===== src/rtl/neuron_weight_reader.sv =====
// rtl/neuron_weight_reader.sv - streams one neuron's weights from BRAM and accumulates them against activations
//
// Purpose: on START, walks weight addresses 0..N_WEIGHTS-1 of a falling-edge
// BRAM in lock-step with an activation stream, multiply-accumulates signed
// Q8.8 products and returns one saturated Q8.8 pre-activation sum.
//
// Ports:
//   CLK, RST_N            clock (rising edge), asynchronous active-low reset
//   START                 one-cycle request, honoured only while idle
//   X_DATA/X_VALID/X_READY activation stream (signed Q8.8)
//   BRAM_ADDR/EN/WE/DI    read-only BRAM port (WE and DI tied to zero)
//   BRAM_DO               weight word, updated on the falling edge after an enabled read
//   SUM_OUT/SUM_VALID/SUM_READY  result handshake, result held until accepted
//   SAT                   result was clipped (qualified by SUM_VALID)
//   BUSY                  evaluation in progress
module neuron_weight_reader #(
  parameter int N_WEIGHTS = 30,
  parameter int ADDR_W    = 5,
  parameter int DATA_W    = 16,
  parameter int FRAC_BITS = 8,
  parameter int ACC_W     = 40
) (
  input  logic              CLK,
  input  logic              RST_N,
  input  logic              START,
  input  logic [DATA_W-1:0] X_DATA,
  input  logic              X_VALID,
  output logic              X_READY,
  output logic [ADDR_W-1:0] BRAM_ADDR,
  output logic              BRAM_EN,
  output logic              BRAM_WE,
  output logic [DATA_W-1:0] BRAM_DI,
  input  logic [DATA_W-1:0] BRAM_DO,
  output logic [DATA_W-1:0] SUM_OUT,
  output logic              SUM_VALID,
  input  logic              SUM_READY,
  output logic              SAT,
  output logic              BUSY
);

  typedef enum logic [1:0] {IDLE, PRIME, RUN, DONE} state_t;

  localparam logic [ADDR_W-1:0]       LAST_K  = ADDR_W'(N_WEIGHTS - 1);
  localparam logic signed [ACC_W-1:0] SUM_MAX = ACC_W'((2 ** (DATA_W - 1)) - 1);
  localparam logic signed [ACC_W-1:0] SUM_MIN = ~SUM_MAX;

  state_t                  state_q, state_d;
  logic signed [ACC_W-1:0] acc_q, acc_d;
  logic [ADDR_W-1:0]       k_q, k_d;
  logic                    x_ready_q, x_ready_d;
  logic [ADDR_W-1:0]       addr_q, addr_d;
  logic                    en_q, en_d;
  logic [DATA_W-1:0]       sum_q, sum_d;
  logic                    sum_valid_q, sum_valid_d;
  logic                    sat_q, sat_d;
  logic                    busy_q, busy_d;

  logic signed [2*DATA_W-1:0] product;
  logic signed [ACC_W-1:0]    product_ext;
  logic signed [ACC_W-1:0]    scaled;

  // Operands are widened (sign-preserving) before the multiply so the full
  // 2*DATA_W product is formed, then sign-extended into the accumulator.
  assign product     = (2*DATA_W)'($signed(BRAM_DO)) * (2*DATA_W)'($signed(X_DATA));
  assign product_ext = ACC_W'(product);
  // Arithmetic shift rounds toward -inf, which is the intended truncation.
  assign scaled      = acc_q >>> FRAC_BITS;

  always_comb begin
    state_d     = state_q;
    acc_d       = acc_q;
    k_d         = k_q;
    x_ready_d   = 1'b0;
    addr_d      = addr_q;
    en_d        = 1'b0;
    sum_d       = sum_q;
    sum_valid_d = sum_valid_q;
    sat_d       = sat_q;

    case (state_q)
      IDLE: begin
        if (START) begin
          state_d = PRIME;
          acc_d   = '0;
          k_d     = '0;
          addr_d  = '0;
          en_d    = 1'b1;
        end
      end
      PRIME: begin
        // Word 0 is captured on this cycle's falling edge.
        state_d   = RUN;
        x_ready_d = 1'b1;
      end
      RUN: begin
        x_ready_d = x_ready_q;
        if (X_VALID && x_ready_q) begin
          acc_d = acc_q + product_ext;
          if (k_q == LAST_K) begin
            x_ready_d = 1'b0;
            state_d   = DONE;
          end else begin
            // Fetch the next weight; it lands on the falling edge, in time
            // for the next rising edge, giving one sample per cycle.
            k_d    = k_q + 1'b1;
            addr_d = k_q + 1'b1;
            en_d   = 1'b1;
          end
        end
      end
      DONE: begin
        if (!sum_valid_q) begin
          sum_valid_d = 1'b1;
          if (scaled > SUM_MAX) begin
            sum_d = {1'b0, {(DATA_W-1){1'b1}}};
            sat_d = 1'b1;
          end else if (scaled < SUM_MIN) begin
            sum_d = {1'b1, {(DATA_W-1){1'b0}}};
            sat_d = 1'b1;
          end else begin
            sum_d = scaled[DATA_W-1:0];
            sat_d = 1'b0;
          end
        end else if (SUM_READY) begin
          sum_valid_d = 1'b0;
          state_d     = IDLE;
        end
      end
      default: state_d = IDLE;
    endcase

    busy_d = (state_d != IDLE);
  end

  always_ff @(posedge CLK or negedge RST_N) begin
    if (!RST_N) begin
      state_q     <= IDLE;
      acc_q       <= '0;
      k_q         <= '0;
      x_ready_q   <= 1'b0;
      addr_q      <= '0;
      en_q        <= 1'b0;
      sum_q       <= '0;
      sum_valid_q <= 1'b0;
      sat_q       <= 1'b0;
      busy_q      <= 1'b0;
    end else begin
      state_q     <= state_d;
      acc_q       <= acc_d;
      k_q         <= k_d;
      x_ready_q   <= x_ready_d;
      addr_q      <= addr_d;
      en_q        <= en_d;
      sum_q       <= sum_d;
      sum_valid_q <= sum_valid_d;
      sat_q       <= sat_d;
      busy_q      <= busy_d;
    end
  end

  assign X_READY   = x_ready_q;
  assign BRAM_ADDR = addr_q;
  assign BRAM_EN   = en_q;
  assign BRAM_WE   = 1'b0;
  assign BRAM_DI   = '0;
  assign SUM_OUT   = sum_q;
  assign SUM_VALID = sum_valid_q;
  assign SAT       = sat_q;
  assign BUSY      = busy_q;

endmodule


===== config.mk =====
export PLATFORM = sky130hd
export DESIGN_NAME = neuron_weight_reader
export DESIGN_NICKNAME = d
export VERILOG_FILES = /design/src/rtl/neuron_weight_reader.sv
export SDC_FILE = /design/constraint.sdc
export NUM_CORES = 1
export LEC_CHECK = 0
export ABC_CLOCK_PERIOD_IN_PS = 5500
export CORE_MARGIN = 2
export CORE_UTILIZATION = 55
export CTS_BUF_LIST = sky130_fd_sc_hd__clkbuf_4 sky130_fd_sc_hd__clkbuf_8
export DETAILED_ROUTE_END_ITERATION = 12
export MAX_ROUTING_LAYER = met4
export PLACE_DENSITY = 0.72
export SYNTH_ARGS = -nofsm -noshare
export SYNTH_HDL_FRONTEND = slang
export SYNTH_SLANG_ARGS = --single-unit
export TNS_END_PERCENT = 20

===== constraint.sdc =====
create_clock -name CLK -period 5.5 [get_ports CLK]
set_input_delay 0.55 -clock CLK [delete_from_list [all_inputs] [get_ports CLK]]
set_output_delay 0.55 -clock CLK [all_outputs]
set_load 0.01 [all_outputs]

==> results.ini <==
[cells_and_area]
area_delta_synth_final_pct=29.9
nNetsFinal=2445
stdcell_count=2339
final_util_pct=73.0
drive_gt1_share_pct=26.9

[logic_synthesis]
synth_edf_count=0
synth_top_area_share_pct=43.4
yosysSeqAreaShare_pct=11.2
synth-main-ff-cell=dfrtp_1
async_flop_share_pct=100
yosys-top-cells-area=fa_1 43%, dfrtp_1 11%, inv_1 10%
synth_seq_cells=68
yosysUniqueCellTypes=55
syn_area_per_cell_um2=9.15
syn_area_um2=15200
synth_top_area_cell=fa_1
syn_inst=1664
yosys_warnings=0

[worst_setup_path]
crit_path_start_kind=input pin
slowest_stage=fa_1
cp_slowest_stage_delay_ps=580
cp-end-kind=register
cpMostUsedCell=fa_1
arrival_ps=6150
worst-endpoint-required_ps=5720
crit_path_max_fanout=5
crit_type=in -> reg

[grt]
grt_start_max_net_pins=69
grt_pass1_wl_um=68500
antenna_found_initial=1
first_global_vias=13400
grtUsageTotal_pct=31.2
overflow=0

[timing]
setup_violations=25
layout_setup_ws_ps=-425
hold_viol_final=0
slew-limit-headroom_pct=42.7
fin_skew_ps=10.5
period_share_pct=108
finalSetupTns_ps=-5260
max_clock_freq_mhz=169
period_minus_slack_ps=5930
tightestPinTransition_ps=859
drv_slew=0
rsz0062_at_grt=true

[placement]
gp_congestion=0.901
io_buffer_count=62
dp_cells=2242
hpwl_um=31300

[die]
io-pin-count=80
coreArea_um2=27100
die_x_um=170
initial_core_util_pct=56.2
rows=60
die_h_um=170
die_area_um2=29000

[routing]
dr.pass1.iters=5
vias=12300
viasPerCell=5.27
wl_um=41300
drc=0
final_antenna_net_count=0
drt_iter0_drc=830
drt-wirelength-per-cell_um=17.7

[cts]
clkLatencyLatePin_ps=350
clk_path_buf_depth=2
cts_tree=built
cts.sinks=68
clk_pin_slew_ps=70
numCtsBuffers=9
ctsRootBufferMaster=clkbuf_8
hold_buffers=0
h-tree-depth=3

[run_status]
violations=negative setup slack
status=finished with violations

[flow_run]
maxCapViolations=0

[min_path]
hp-class=in -> async

==> cells in the final DEF (no fill, tap or decap), drive strengths merged, types with 3 or more instances in the layout <==
cell type	n
o21ai	76
nand3	15
nand4	11
o31ai	3
a211oi	6
clkbuf	13
conb	17
o21a	4
xnor2	21
a21boi	3
a21o	11
nor3	6
o211ai	5
bufbuf	5
nand2	220
inv	411
a41oi	3
and2	115
and3	4
xor2	24
nor2	62
nor4	5
clkdlybuf4s50	30
buf	302
ha	117
a21oi	33
bufinv	3
nor2b	4
a31oi	7
dfrtp	68
a2111oi	3
fa	330
o21bai	7
==> synth_stat cells (17+ instances only) <==
library cell    n
inv_1         412
fa_1          330
nand2_1       220
ha_1          117
and2_1        115
o21ai_0        69
dfrtp_1        68
nor2_1         62
clkbuf_1       49
a21oi_1        32
xor2_1         24
xnor2_1        21
buf_4          17
==> stage by stage <==
| step | instance area (um2) | hold slack [ps] | setup WS [ps] |
|---|---|---|---|
| 3_3_place_gp | 17900 | 470 | -1220 |
| 5_1_grt | 19800 | 463 | -612 |
| 6_report | 19800 | 377 | -425 |
| 3_5_place_dp | 17900 | 476 | -1290 |
| 2_1_floorplan | 15900 | 254 | -317 |
| 4_1_cts | 19500 | 410 | -330 |
==> critical path, delay by kind of cell <==
family	cells	cell delay, ps
AOI/OAI and AO/OA	6	1150
and+or+nand+nor	1	40
buffers and inverters	10	1030
xor gates and xnor gates	1	150
adders and majority gates	7	3220
==> logic make-up (layout without fill, tap and decap cells) <==
group | Yosys count | in the layout | share of synthesized area (%)
AND/OR/NAND/NOR | 449 | 449 | 13.7
flip-flops | 68 | 68 | 11.2
buffers and inverters | 482 | 768 | 12.4
AO/OA/AOI/OAI | 172 | 172 | 7.18
adder cells (fa/ha/maj) | 447 | 447 | 53.0
XOR/XNOR | 45 | 45 | 2.59
other | 1 | 18 | 0.0246
==> layout make-up <==
class                      count  area [um2]
clock inverter                 6         111
tap                          372         465
timing repair buffer         340        3160
inverter                     412        1560
multi-input combinational   1130       12700
antenna                        1        2.50
fill                        1896        7320
sequential                    68        1700
clock buffer                  10         138
==> repair_timing <==
item / 4_1_cts / 5_1_grt
endpoints found under the setup margin: 30 / 27
gates cloned: 13 / 0
pin swaps: 175 / 79
gates resized for setup: 324 / 67
setup buffers: 57 / 14
==> metal layers <==
metal | global-route usage, % | vias to the layer above | routed length, um
li1 | - | 5516 | -
met3 | 4.02 | 132 | 2460
met2 | 51.3 | 445 | 20200
met5 | - | - | 0
met4 | 9.85 | 0 | 1630
met1 | 40.8 | 6224 | 17000
==> sequential cells by signal, indices dropped and copies added (netlist names) <==
signal,cells
acc_q,40
BRAM_ADDR,5
SUM_VALID,1
SAT,1
X_READY,1
BRAM_EN,1
state_q,2
BUSY,1
SUM_OUT,16
==> final timing paths <==
check                      cells after the start    endpoint  slack [ps]        from
setup / recovery                              25   acc_q[35]        -430  BRAM_DO[8]
max in group asynchronous                      2   acc_q[14]        4550       RST_N
hold / removal                                 2   acc_q[30]         380       RST_N
setup reg to reg                              19   acc_q[35]         410   acc_q[15]
hold reg to reg                                2  SUM_OUT[6]         500  SUM_OUT[6]
min in group CLK                               2  SUM_OUT[6]         500  SUM_OUT[6]
Power is not shown: default switching activity piles up to over one toggle a cycle in this logic, so the estimate is an artifact.
